<file path="src/rtl/imem_pkg.sv">
// Shared constants and the FIFO entry layout for the instruction prefetch buffer.
package imem_pkg;

    localparam logic [31:0] DEFAULT_BOOT_ADDR = 32'h0000_0080;
    localparam int          MAX_OUTSTANDING   = 2;

    typedef struct packed {
        logic [31:0] addr;
        logic [31:0] data;
        logic        err;
    } imem_entry_t;

    localparam int ENTRY_W = $bits(imem_entry_t);

endpackage

</file>
<file path="src/rtl/imem_fifo.sv">
// Registered FIFO of fetched instructions; no bypass, so a push shows up on the head one cycle later.
module imem_fifo
    import imem_pkg::*;
#(
    parameter int DEPTH = 4
) (
    input  logic                     clk,
    input  logic                     rst_n,
    input  logic                     push,
    input  logic                     pop,
    input  logic                     flush,
    input  logic [ENTRY_W-1:0]       wdata,
    output logic [$clog2(DEPTH):0]   count,
    output logic [ENTRY_W-1:0]       head
);

    localparam int PW = $clog2(DEPTH);

    logic [ENTRY_W-1:0] mem [DEPTH];
    logic [PW-1:0]      rd_ptr;
    logic [PW-1:0]      wr_ptr;
    logic [PW:0]        count_q;

    // Pointers are PW bits wide, so they wrap modulo DEPTH on their own.
    always_ff @(posedge clk or negedge rst_n) begin
        if (!rst_n) begin
            for (int i = 0; i < DEPTH; i++) begin
                mem[i] <= '0;
            end
            rd_ptr  <= '0;
            wr_ptr  <= '0;
            count_q <= '0;
        end else if (flush) begin
            rd_ptr  <= '0;
            wr_ptr  <= '0;
            count_q <= '0;
        end else begin
            if (push) begin
                mem[wr_ptr] <= wdata;
                wr_ptr      <= wr_ptr + 1'b1;
            end
            if (pop) begin
                rd_ptr <= rd_ptr + 1'b1;
            end
            if (push && !pop) begin
                count_q <= count_q + 1'b1;
            end else if (!push && pop) begin
                count_q <= count_q - 1'b1;
            end
        end
    end

    assign count = count_q;
    assign head  = mem[rd_ptr];

endmodule

</file>
<file path="src/rtl/imem_prefetch_buffer.sv">
// Sequential instruction prefetcher: OBI-style fetch with up to two requests in flight,
// PC-tagged instruction FIFO toward the decoder, and branch flush with response discard.
module imem_prefetch_buffer
    import imem_pkg::*;
#(
    parameter int          DEPTH     = 4,
    parameter logic [31:0] BOOT_ADDR = DEFAULT_BOOT_ADDR
) (
    input  logic        clk_i,
    input  logic        rst_ni,
    input  logic        req_i,
    input  logic        branch_i,
    input  logic [31:0] branch_addr_i,
    output logic        instr_req_o,
    output logic [31:0] instr_addr_o,
    input  logic        instr_gnt_i,
    input  logic        instr_rvalid_i,
    input  logic [31:0] instr_rdata_i,
    input  logic        instr_err_i,
    output logic        valid_o,
    input  logic        ready_i,
    output logic [31:0] rdata_o,
    output logic [31:0] addr_o,
    output logic        err_o,
    output logic        busy_o
);

    localparam int CW = $clog2(DEPTH) + 1;

    logic [31:0]        fetch_addr_q;
    logic [31:0]        resp_addr_q;
    logic [31:0]        held_addr_q;
    logic [1:0]         outstanding_q;
    logic [1:0]         outstanding_d;
    logic [1:0]         discard_q;
    logic               stale_q;
    logic               pending_q;
    logic [CW-1:0]      count_q;
    logic [CW:0]        fill;
    logic               credit;
    logic               granted;
    logic               push;
    logic               pop;
    logic [31:0]        branch_target;
    logic               unused_branch_lsbs;
    imem_entry_t        push_entry;
    imem_entry_t        head_entry;
    logic [ENTRY_W-1:0] head_bits;

    assign branch_target      = {branch_addr_i[31:2], 2'b00};
    assign unused_branch_lsbs = ^branch_addr_i[1:0];

    // Credit counts in-flight requests against free FIFO slots so a push can never overflow.
    assign fill   = (CW+1)'(outstanding_q) + (CW+1)'(count_q);
    assign credit = req_i && (outstanding_q < 2'(MAX_OUTSTANDING)) && (fill < (CW+1)'(DEPTH));

    // A request already on the bus (pending or stale) stays up until granted.
    assign instr_req_o  = rst_ni && (stale_q || pending_q || credit);
    assign instr_addr_o = stale_q ? held_addr_q : fetch_addr_q;

    assign granted       = instr_req_o && instr_gnt_i;
    assign outstanding_d = outstanding_q + 2'(granted) - 2'(instr_rvalid_i);
    assign push          = instr_rvalid_i && !branch_i && (discard_q == 2'd0);
    assign valid_o       = (count_q != '0);
    assign pop           = valid_o && ready_i && !branch_i;
    assign busy_o        = (outstanding_q != 2'd0);

    always_ff @(posedge clk_i or negedge rst_ni) begin
        if (!rst_ni) begin
            fetch_addr_q  <= BOOT_ADDR;
            resp_addr_q   <= BOOT_ADDR;
            held_addr_q   <= BOOT_ADDR;
            outstanding_q <= 2'd0;
            discard_q     <= 2'd0;
            stale_q       <= 1'b0;
            pending_q     <= 1'b0;
        end else begin
            outstanding_q <= outstanding_d;
            pending_q     <= instr_req_o && !instr_gnt_i && !branch_i && !stale_q;
            if (branch_i) begin
                fetch_addr_q <= branch_target;
                resp_addr_q  <= branch_target;
                // Everything still owed after this cycle belongs to the old path.
                discard_q    <= outstanding_d;
                stale_q      <= instr_req_o && !instr_gnt_i;
                if (!stale_q) begin
                    held_addr_q <= fetch_addr_q;
                end
            end else begin
                if (granted && !stale_q) begin
                    fetch_addr_q <= fetch_addr_q + 32'd4;
                end
                if (push) begin
                    resp_addr_q <= resp_addr_q + 32'd4;
                end
                discard_q <= discard_q + 2'(stale_q && instr_gnt_i)
                                       - 2'(instr_rvalid_i && (discard_q != 2'd0));
                if (stale_q && instr_gnt_i) begin
                    stale_q <= 1'b0;
                end
            end
        end
    end

    assign push_entry.addr = resp_addr_q;
    assign push_entry.data = instr_rdata_i;
    assign push_entry.err  = instr_err_i;

    imem_fifo #(
        .DEPTH (DEPTH)
    ) u_fifo (
        .clk   (clk_i),
        .rst_n (rst_ni),
        .push  (push),
        .pop   (pop),
        .flush (branch_i),
        .wdata (push_entry),
        .count (count_q),
        .head  (head_bits)
    );

    assign head_entry = head_bits;
    assign rdata_o    = head_entry.data;
    assign addr_o     = head_entry.addr;
    assign err_o      = head_entry.err;

endmodule

</file>
<file path="config.mk">
export PLATFORM = sky130hd
export DESIGN_NAME = imem_prefetch_buffer
export DESIGN_NICKNAME = d
export VERILOG_FILES = /design/src/rtl/imem_pkg.sv /design/src/rtl/imem_fifo.sv /design/src/rtl/imem_prefetch_buffer.sv
export SDC_FILE = /design/constraint.sdc
export NUM_CORES = 1
export LEC_CHECK = 0
export CAP_MARGIN = 30
export CORE_MARGIN = 8
export CORE_UTILIZATION = 39
export CTS_CLUSTER_DIAMETER = 150
export DETAILED_ROUTE_END_ITERATION = 16
export GPL_ROUTABILITY_DRIVEN = 0
export SYNTH_ARGS = -nofsm -noshare
export SYNTH_HDL_FRONTEND = slang
export SYNTH_SLANG_ARGS = --single-unit
</file>
<file path="constraint.sdc">
create_clock -name clk_i -period 3.2 [get_ports clk_i]
set_clock_uncertainty 0.15 [all_clocks]
set_input_delay 0.64 -clock clk_i [delete_from_list [all_inputs] [get_ports clk_i]]
set_output_delay 0.64 -clock clk_i [all_outputs]
set_load 0.05 [all_outputs]
</file>
# Word level (Yosys, flattened, before mapping)
# Index checks and enable logic that the tools add are counted.
[totals]
register_bits = 369
input_bits = 72
output_inout_bits = 100
[classes]
add_sub_neg = 11
magnitude_cmp = 5
n_mux = 21
bitwise_logic = 3
reduce_logical = 34
[ops]
columns = ["cell", "count"]
rows = [
  ["bitwise mux 260 bit", 1],
  ["two-way mux 65 bit", 3],
  ["two-way mux 32 bit", 5],
  ["binary-select mux 65 bit (select 2 bit)", 1],
  ["demux 65 bit (select 2 bit)", 1],
  ["adder 32 x 3 -> 32 bit, second input constant", 2],
  ["logical AND 1 bit", 17],
  ["nonzero test 2 bit", 6],
  ["two-way mux 2 bit", 5],
  ["two-way mux 3 bit", 3],
  [">= comparator 3 bit, second input constant", 2],
  ["NOT 2 -> 3 bit", 2],
  ["nonzero test 3 bit", 2],
  ["logical NOT 1 bit", 5],
  ["adder 2 x 1 -> 2 bit", 2],
  ["adder 2 x 1 -> 2 bit, second input constant", 2],
  ["adder 2 x 3 -> 4 bit", 1],
  ["less-than comparator 4 x 3 -> 1 bit, second input constant", 1],
  ["subtractor 2 x 1 -> 2 bit", 2],
  ["adder 3 x 1 -> 3 bit, second input constant", 1],
  ["less-than comparator 3 x 1 -> 1 bit, second input constant", 1],
  ["subtractor 3 x 1 -> 3 bit, second input constant", 1],
  ["logical NOT 2 bit", 1],
  ["logical OR 1 bit", 2],
  ["4 further kinds", 5],
]

# Longest topological paths before layout
# Gate-level depths: netlist of the first run.
[depth]
ltp_word = 9
depth_mapped = 12
depth_no_buf = 12

# Cells and area by module
# Synthesis of the first run repeated with hierarchy kept, for this count alone.
[unflattened]
cells_unflattened = 1270
hier_area_um2 = 17446.7
[modules_own_cells]
columns = ["mod", "instances", "cells_per_inst", "area_per_inst_um2", "seq_area_each_um2"]
rows = [
  ["imem_fifo", 1, 671, 11693.7, 6681.4],
  ["imem_prefetch_buffer", 1, 599, 5753.0, 2456.1],
]

# Worst setup path before layout of the first run
# No wires, ideal clock.
[synth_timing]
path_kind = "register to register"
start = "register outstanding_q[1]"
end = "register discard_q[1]"
setup_ps = 138
t_arrival_ps = 2951
t_required_ps = 2912
path_slack_ps = -39
stages_incl_launch_ff = 13
cell_sequence = "dfrtp_1 ha_1 or4b_2 a31oi_1 o31a_1 nand2_1 ha_1 inv_1 ha_1 xnor2_1 xnor2_1 nand2_1 o21ai_0"
[synth_between]
elab_chain_len = 9
[synth_lines]
columns = ["item", "line", "text"]
rows = [
  ["start, declared", "imem_prefetch_buffer.sv:33", "logic [1:0] outstanding_q;"],
  ["start signal, assigned", "imem_prefetch_buffer.sv:78", "outstanding_q <= outstanding_d;"],
  ["adder 2 x 3 -> 4 bit or less-than comparator 2 bit (tied branches)", "imem_prefetch_buffer.sv:54, imem_prefetch_buffer.sv:55", ""],
  ["less-than comparator 4 x 3 -> 1 bit or logical AND 1 bit (tied branches)", "imem_prefetch_buffer.sv:55", "assign credit = req_i && (outstanding_q < 2'(MAX_OUTSTANDING)) && (fill < (CW+1)'(DEPTH));"],
  ["logical AND 1 bit (*)", "imem_prefetch_buffer.sv:55", ""],
  ["logical OR 1 bit (*)", "imem_prefetch_buffer.sv:58", "assign instr_req_o = rst_ni && (stale_q || pending_q || credit);"],
  ["logical AND 1 bit (*)", "imem_prefetch_buffer.sv:58", ""],
  ["via instr_req_o", "imem_prefetch_buffer.sv:14", "output logic instr_req_o,"],
  ["logical AND 1 bit (*)", "imem_prefetch_buffer.sv:61", "assign granted = instr_req_o && instr_gnt_i;"],
  ["adder 2 x 1 -> 2 bit (*)", "imem_prefetch_buffer.sv:62", "assign outstanding_d = outstanding_q + 2'(granted) - 2'(instr_rvalid_i);"],
  ["subtractor 2 x 1 -> 2 bit (*)", "imem_prefetch_buffer.sv:62", ""],
  ["via outstanding_d[1]", "imem_prefetch_buffer.sv:34", "logic [1:0] outstanding_d;"],
  ["two-way mux 2 bit (*)", "imem_prefetch_buffer.sv:80", "if (branch_i) begin"],
  ["end signal, assigned", "imem_prefetch_buffer.sv:84", "discard_q <= outstanding_d;"],
  ["end signal, assigned", "imem_prefetch_buffer.sv:96", "discard_q <= discard_q + 2'(stale_q && instr_gnt_i)"],
  ["end, declared", "imem_prefetch_buffer.sv:35", "logic [1:0] discard_q;"],
]
# Mark *: on every way through the listed nets, which the timed path passes. The rest lies on a longest branch.
# A chain may end at the register's enable or synchronous reset.

# Worst setup path after layout of the first run
[layout_timing]
start = "register u_fifo.rd_ptr[0]"
end = "output port err_o"
[layout_between]
elab_chain_len = 4
[layout_lines]
columns = ["item", "line", "text"]
rows = [
  ["start, declared", "imem_fifo.sv:20", "logic [PW-1:0] rd_ptr;"],
  ["start signal, assigned", "imem_fifo.sv:43", "rd_ptr <= rd_ptr + 1'b1;"],
  ["NOT 2 -> 3 bit (not written as such)", "imem_fifo.sv:54", "assign head = mem[rd_ptr];"],
  ["binary-select mux 65 bit (select 2 bit)", "imem_fifo.sv:54", ""],
  ["two-way mux 65 bit (not written as such) (2 in series)", "imem_fifo.sv:54", ""],
  ["end, declared", "imem_prefetch_buffer.sv:24", "output logic err_o,"],
]
# Every way passes these cells. The select of a mux whose other input is x is not followed.

==> run_results.csv, run 1 <==
group,metric,value,unit
outcome,run_status,"finished, final reports clean",
floorplan,num_rows,76,
min_path,min_from,"held_addr_q[0]",
floorplan,die_area,49730,sq um
cts,clockRootBuffer,"clkbuf_16",
global_route,grt_usage,0.1620,
worst_setup_path,worst-path-buf-inv,2,
worst_setup_path,r2r_start,"u_fifo.count[1]",
power_and_ir_drop,p_total,18.75,mW
power_and_ir_drop,irDropWorstVdd,484.3,uV
worst_setup_path,arrival,2300,ps
worst_setup_path,crit_path_end_kind,"primary output",
finish,seq_area,8945,sq um
cts,cts.clk_slew.worst_paths,60,ps
power_and_ir_drop,p_comb_frac,0.392,
cts,insertion_delay,550,ps
sta,slew_headroom,0.5419,
worst_setup_path,path_max_fanout,37,
global_route,antenna_found_initial,1,
floorplan,initial_core_util,0.3914,
worst_setup_path,critPathLaunch,"u_fifo.rd_ptr[0]",
finish,mostFrequentLayoutCells,"350 x dfrtp_1, 339 x mux2_2, 90 x buf_4, 70 x clkdlybuf4s50_1, 63 x mux4_2",
sta,rsz0062_at_grt,"no",
logic_synthesis,syn_inst,1149,
route,drt-total-wl,39.89,mm
logic_synthesis,synth-main-ff-cell,"dfrtp_1",
finish,n_antenna_cell,0,
global_route,grt_pass1_vias,11139,
place,dp_slack,-54.53,ps
route,drtAntennaViolNets,0,
finish,final_common_cell,"dfrtp_1",
finish,multi_input_area,7430,sq um
worst_setup_path,cp_data_required_time,2410,ps
logic_synthesis,yosys_warnings,0,
power_and_ir_drop,p_sw,6.789,mW
sta,finalMaxSlewViolations,0,
power_and_ir_drop,powerDensity,896.2,nW/um^2
place,dpl.hpwl,26.59,mm
min_path,hold_class,"register to register",
worst_setup_path,max_stage_delay,590,ps
finish,fillCellCount,3729,
route,wl_per_cell,20.91,um
power_and_ir_drop,leakage,9.363,nW
cts,cts_sinks,357,
logic_synthesis,ys_types,61,
sta,tightest_slew,684.3,ps
sta,setup_viol,0,
route,dr.pass1.iters,4,
floorplan,core,42700,sq um
sta,setup_tns,0,ps
sta,post-route-period-util,0.9666,
sta,fmax,323.3,MHz
finish,fin_nets,1414,
cts,numCtsBuffers,42,
finish,syn_to_final_growth,25.23,%
power_and_ir_drop,sequentialPowerShare,0.337,
place,placedCellCount,1827,
global_route,grt_max_degree,108,
power_and_ir_drop,power.clock.fraction,0.271,
worst_setup_path,critPathTopFamily,"multiplexers",
finish,finalNonFillerCells,1908,
global_route,overflow,0,
logic_synthesis,syn_area,16710,sq um
worst_setup_path,worstPathCellList,"buf_16, mux4_2, buf_4",
global_route,grt_pass1_wl,64.13,mm
cts,h-tree-depth,2,
floorplan,die_w,223,um
floorplan,chipHeight,223,um
worst_setup_path,cp-start-kind,"register",
power_and_ir_drop,switching_share,0.3620,
route,dr_total_vias,10130,
flow_run,drv_cap,0,
logic_synthesis,yosysSeqAreaShare,0.5348,
route,drt-initial-drc-count,482,
logic_synthesis,synthArstFlopShare,1.000,
sta,hold_viol_final,0,
worst_setup_path,worstSetupPathType,"register to primary output",
logic_synthesis,syn_area_per_cell,14.54,sq um
cts,cts.path.max_buffers,3,
cts,cts_tree,"built",
logic_synthesis,ys_ff_latch,357,
place,io_buffers,167,
sta,min_period,3093,ps
floorplan,io_pins,172,
logic_synthesis,synth_edf_count,0,
finish,drive_gt1_frac,0.4670,
worst_setup_path,cp_slowest_cell,"mux4_2",
sta,timing.final.ws_setup,106.9,ps
route,post-route-drc-count,0,
power_and_ir_drop,internal-power,11.97,mW
route,avgViaCountPerCell,5.309,
sta,timing.hold.ws,329.1,ps
-- layout make-up --
type,count,share of cell area
clock buffer,62,0.06164
multi-input combinational,706,0.3550
inverter,13,0.002332
clock inverter,14,0.01004
tap,546,0.03264
sequential,357,0.4274
timing repair buffer,210,0.1109
-- worst paths after layout --
path	to	slack (ps)	depth (start not counted)
max in group asynchronous	u_fifo.mem[160]	1070	4
worst max-delay path	err_o	110	3
worst max register to register	discard_q[1]	530	12
worst min register to register	held_addr_q[0]	330	1
min in group asynchronous	discard_q[1]	380	2
worst min-delay path	held_addr_q[0]	330	1
-- synthesized netlist by cell type, drive strengths merged (7+ instances only) --
library cell	number	area, sq um
nor4	18	140.1
nand4	20	155.2
ha	11	137.6
nor2	23	93.84
o21ai	8	40.04
mux4	63	1419
xor2	29	254.0
nand3	17	85.08
a21boi	11	82.58
and2	11	68.82
mux2i	7	70.07
nand2	43	171.4
mux2	339	3817
and3	7	43.79
nor3	8	40.04
xnor2	31	271.5
inv	13	48.79
clkbuf	23	88.84
buf	51	247.7
nand2b	9	56.30
dfrtp	354	8859
-- worst reg2reg max path: stages, from the launching register on --
cell	delay, ps
dfrtp_2	440
ha_4	180
or4b_4	510
a31oi_1	160
o31a_2	170
nand2_1	50
ha_1	260
inv_1	40
ha_1	180
xnor2_1	160
xnor2_1	160
nand2_1	70
o21ai_0	60
-- per-layer routing --
layer | vias to the layer above | global-route usage | share of wire
met5 | - | 0 | 0.00025
met3 | 65 | 0.03703 | 0.051
met2 | 234 | 0.2595 | 0.47
met4 | 2 | 0.05586 | 0.025
li1 | 4576 | - | -
met1 | 5253 | 0.2147 | 0.46
-- through the flow --
step / util / cell area, sq um
global placement: 0.4533 / 19350
CTS: 0.4892 / 20890
detailed placement: 0.4533 / 19350
finish: 0.4902 / 20930
floorplan: - / 16720
global route: 0.4902 / 20930
-- cell families after synthesis --
group | share of synthesized area
AOI/OAI and AO/OA | 0.01917
buffers and inverters | 0.02306
adders and majority gates | 0.009434
DFF | 0.5348
other | 0.0002244
muxes | 0.3175
and+or+nand+nor | 0.06432
xor gates and xnor gates | 0.03145
-- sequential cells by signal (all words and copies together) (netlist names) --
| name | flops |
|---|---|
| u_fifo.mem | 252 |
| held_addr_q | 32 |
| fetch_addr_q | 30 |
| resp_addr_q | 30 |
| u_fifo.count | 3 |
| discard_q | 2 |
| outstanding_q | 2 |
| u_fifo.rd_ptr | 2 |
| u_fifo.wr_ptr | 2 |
| pending_q | 1 |
| stale_q | 1 |
-- power groups by stage --
stage / logic, mW / clock network (mW) / registers [mW]
floorplan: 5.29 / 0 / 6.08
global placement: 7.34 / 0 / 6.33
detailed placement: 7.42 / 0 / 6.39
CTS: 7.46 / 5.26 / 6.32
global route: 7.79 / 5.45 / 6.47
finish: 7.36 / 5.09 / 6.31
-- timing repair --
item                                    in CTS  in global routing
endpoints found under the setup margin      22                 10
pin swaps                                    0                  1
hold endpoints to repair                    18                  0
hold buffers                                 1                  0
gates resized for setup                      7                  4
buffers inserted                             1                  3
gates cloned                                 0                  0
(Power assumes the default switching activity.)
==> run 2, diff against run 1 <==
SLEW_MARGIN = 20   (was unset)
==> results of run 2 <==
Final layout, timing and power as in run 1 (identical DEF).
==> run 3, diff against run 2 <==
CAP_MARGIN = 10   (was 30)
GPL_TIMING_DRIVEN = 0   (was unset)
==> run_results.csv, run 3 (synthesis results as in run 1) <==
group,metric,value,unit
worst_setup_path,ff2ff_path_depth,12,
cts,cts.clk_slew.worst_paths,60,ps
worst_setup_path,critPathLaunch,"stale_q",
route,dr.pass1.iters,4,
place,dp_slack,-898.9,ps
floorplan,io_pins,172,
worst_setup_path,worstPathCellList,"buf_2, mux2_2, clkdlybuf4s50_1",
sta,rsz0062_at_grt,"no",
worst_setup_path,endpoint,"instr_addr_o[3]",
power_and_ir_drop,irDropWorstVdd,421.5,uV
worst_setup_path,cp-start-kind,"register",
worst_setup_path,crit_path_end_kind,"primary output",
place,io_buffers,167,
worst_setup_path,worstSetupPathType,"register to primary output",
global_route,grt_max_degree,98,
worst_setup_path,r2r_end,"discard_q[1]",
cts,numCtsBuffers,41,
worst_setup_path,path_max_fanout,10,
route,drtAntennaViolNets,0,
finish,fillCellCount,3823,
global_route,grt_usage,0.1662,
finish,fin_util,0.4853,
sta,setup_viol,0,
cts,cts_tree,"built",
cts,cts.path.max_buffers,3,
worst_setup_path,r2r_start,"u_fifo.count[1]",
worst_setup_path,cp_data_required_time,2410,ps
sta,fmax,319.1,MHz
global_route,grt_pass1_vias,11280,
finish,syn_to_final_growth,23.99,%
worst_setup_path,max_stage_delay,720,ps
cts,insertion_delay,540,ps
place,dpl.hpwl,28.45,mm
floorplan,die_area,49730,sq um
outcome,run_status,"finished, final reports clean",
sta,slew_headroom,0.4658,
sta,tightest_slew,800.5,ps
cts,cts_sinks,357,
route,post-route-drc-count,0,
finish,mostFrequentLayoutCells,"351 x dfrtp_1, 339 x mux2_2, 75 x clkdlybuf4s50_1, 63 x mux4_2, 45 x clkdlybuf4s15_2",
global_route,antenna_found_initial,0,
finish,regMostFlops,"u_fifo.mem",
floorplan,num_rows,76,
route,drt-initial-drc-count,490,
cts,h-tree-depth,2,
finish,finalNonFillerCells,1943,
power_and_ir_drop,powerDensity,870.4,nW/um^2
route,wl_per_cell,21.05,um
global_route,overflow,0,
flow_run,drv_cap,0,
floorplan,core,42700,sq um
worst_setup_path,cp_slowest_cell,"clkdlybuf4s50_1",
worst_setup_path,r2r_slack,410,ps
route,drt-total-wl,40.90,mm
finish,fin_nets,1453,
floorplan,die_w,223,um
route,dr_total_vias,10260,
sta,hold_viol_final,0,
power_and_ir_drop,p_total,18.03,mW
min_path,hold_class,"register to register",
floorplan,chipHeight,223,um
sta,min_period,3134,ps
cts,clockRootBuffer,"clkbuf_16",
sta,post-route-period-util,0.9794,
finish,largest_reg_flops,252,
power_and_ir_drop,leakage,9.237,nW
worst_setup_path,arrival,2340,ps
finish,n_antenna_cell,0,
place,placedCellCount,1866,
finish,drive_gt1_frac,0.4345,
global_route,grt_pass1_wl,65.89,mm
finish,design_area,20720,sq um
floorplan,initial_core_util,0.3914,
finish,reg_top3,"u_fifo.mem x252, held_addr_q x32",
place,place_area,19160,sq um
finish,final_common_cell,"dfrtp_1",
sta,timing.final.ws_setup,65.81,ps
route,avgViaCountPerCell,5.280,
sta,finalMaxSlewViolations,0,
[run 3: cell count changes in the layout (fill, tap and decap cells not counted), moves of 3 or more]
| cell | before | now |
|---|---|---|
| buf_1 | 0 | 6 |
| dlymetal6s2s_1 | 0 | 13 |
| bufinv_16 | 5 | 1 |
| clkbuf_1 | 7 | 20 |
| buf_4 | 90 | 6 |
| nand2_2 | 0 | 4 |
| clkdlybuf4s15_2 | 0 | 45 |
| buf_16 | 1 | 4 |
| nand2_4 | 4 | 0 |
| clkdlybuf4s50_1 | 70 | 75 |
| buf_12 | 42 | 1 |
| dlygate4sd2_1 | 2 | 28 |
| clkbuf_2 | 0 | 10 |
| buf_2 | 0 | 38 |
[run 3: critical path: cells and delay by family (launching register included)]
family	cells	cell delay, ps
flip-flops	1	400
buffers and inverters	2	1020
multiplexers	1	390
[run 3: metrics by stage]
| step | setup TNS, ps | hold slack, ps |
|---|---|---|
| 2_1_floorplan | 0 | 194.4 |
| 3_3_place_gp | -5713140 | 311.5 |
| 3_5_place_dp | -30740 | 313.0 |
| 4_1_cts | -44.70 | 335.0 |
| 5_1_grt | 0 | 343.4 |
| 6_report | 0 | 332.8 |
[run 3: what timing repair did]
item / in CTS / in global routing
buffers inserted: 1 / 2
gates cloned: 0 / 1
hold endpoints to repair: 37 / 0
pin swaps: 1 / 2
hold buffers: 3 / 0
setup endpoints to repair: 97 / 38
resized for setup: 214 / 22
[run 3: report_power, final]
group	internal [mW]	switching (mW)	total, mW
Combinational	2.98	4.23	7.21
Sequential	5.60	0.640	6.24
Clock	2.76	1.83	4.59
Total	11.3	6.69	18.0
[run 3: layout make-up]
type	instances	area (sq um)	area share
Timing Repair Buffer	177	1908	0.09209
Clock inverter	9	78.83	0.003804
Multi-Input combinational cell	706	7416	0.3579
Inverter	13	48.80	0.002355
Tap cell	546	683.2	0.03297
Buffer	73	396.6	0.01914
Clock buffer	62	1247	0.06021
Sequential cell	357	8941	0.4315
[run 3: worst min-delay path by stage]
stage,end,slack (ps),start,cells past startpoint
2_1_floorplan,discard_q[0],190,rst_ni,0
3_3_place_gp,held_addr_q[1],310,held_addr_q[1],1
3_5_place_dp,held_addr_q[1],310,held_addr_q[1],1
4_1_cts,held_addr_q[1],330,held_addr_q[1],1
5_1_grt,held_addr_q[1],340,held_addr_q[1],1
6_report,held_addr_q[1],330,held_addr_q[1],1
[run 3: per-layer routing]
layer / share of wire / global-route usage / up-vias / wire, um
met1: 0.45 / 0.2186 / 5294 / 18480
met3: 0.050 / 0.03848 / 73 / 2060
met2: 0.47 / 0.2707 / 226 / 19240
met4: 0.028 / 0.05140 / 0 / 1130
li1: - / - / 4667 / -
met5: 0 / 0 / - / 0
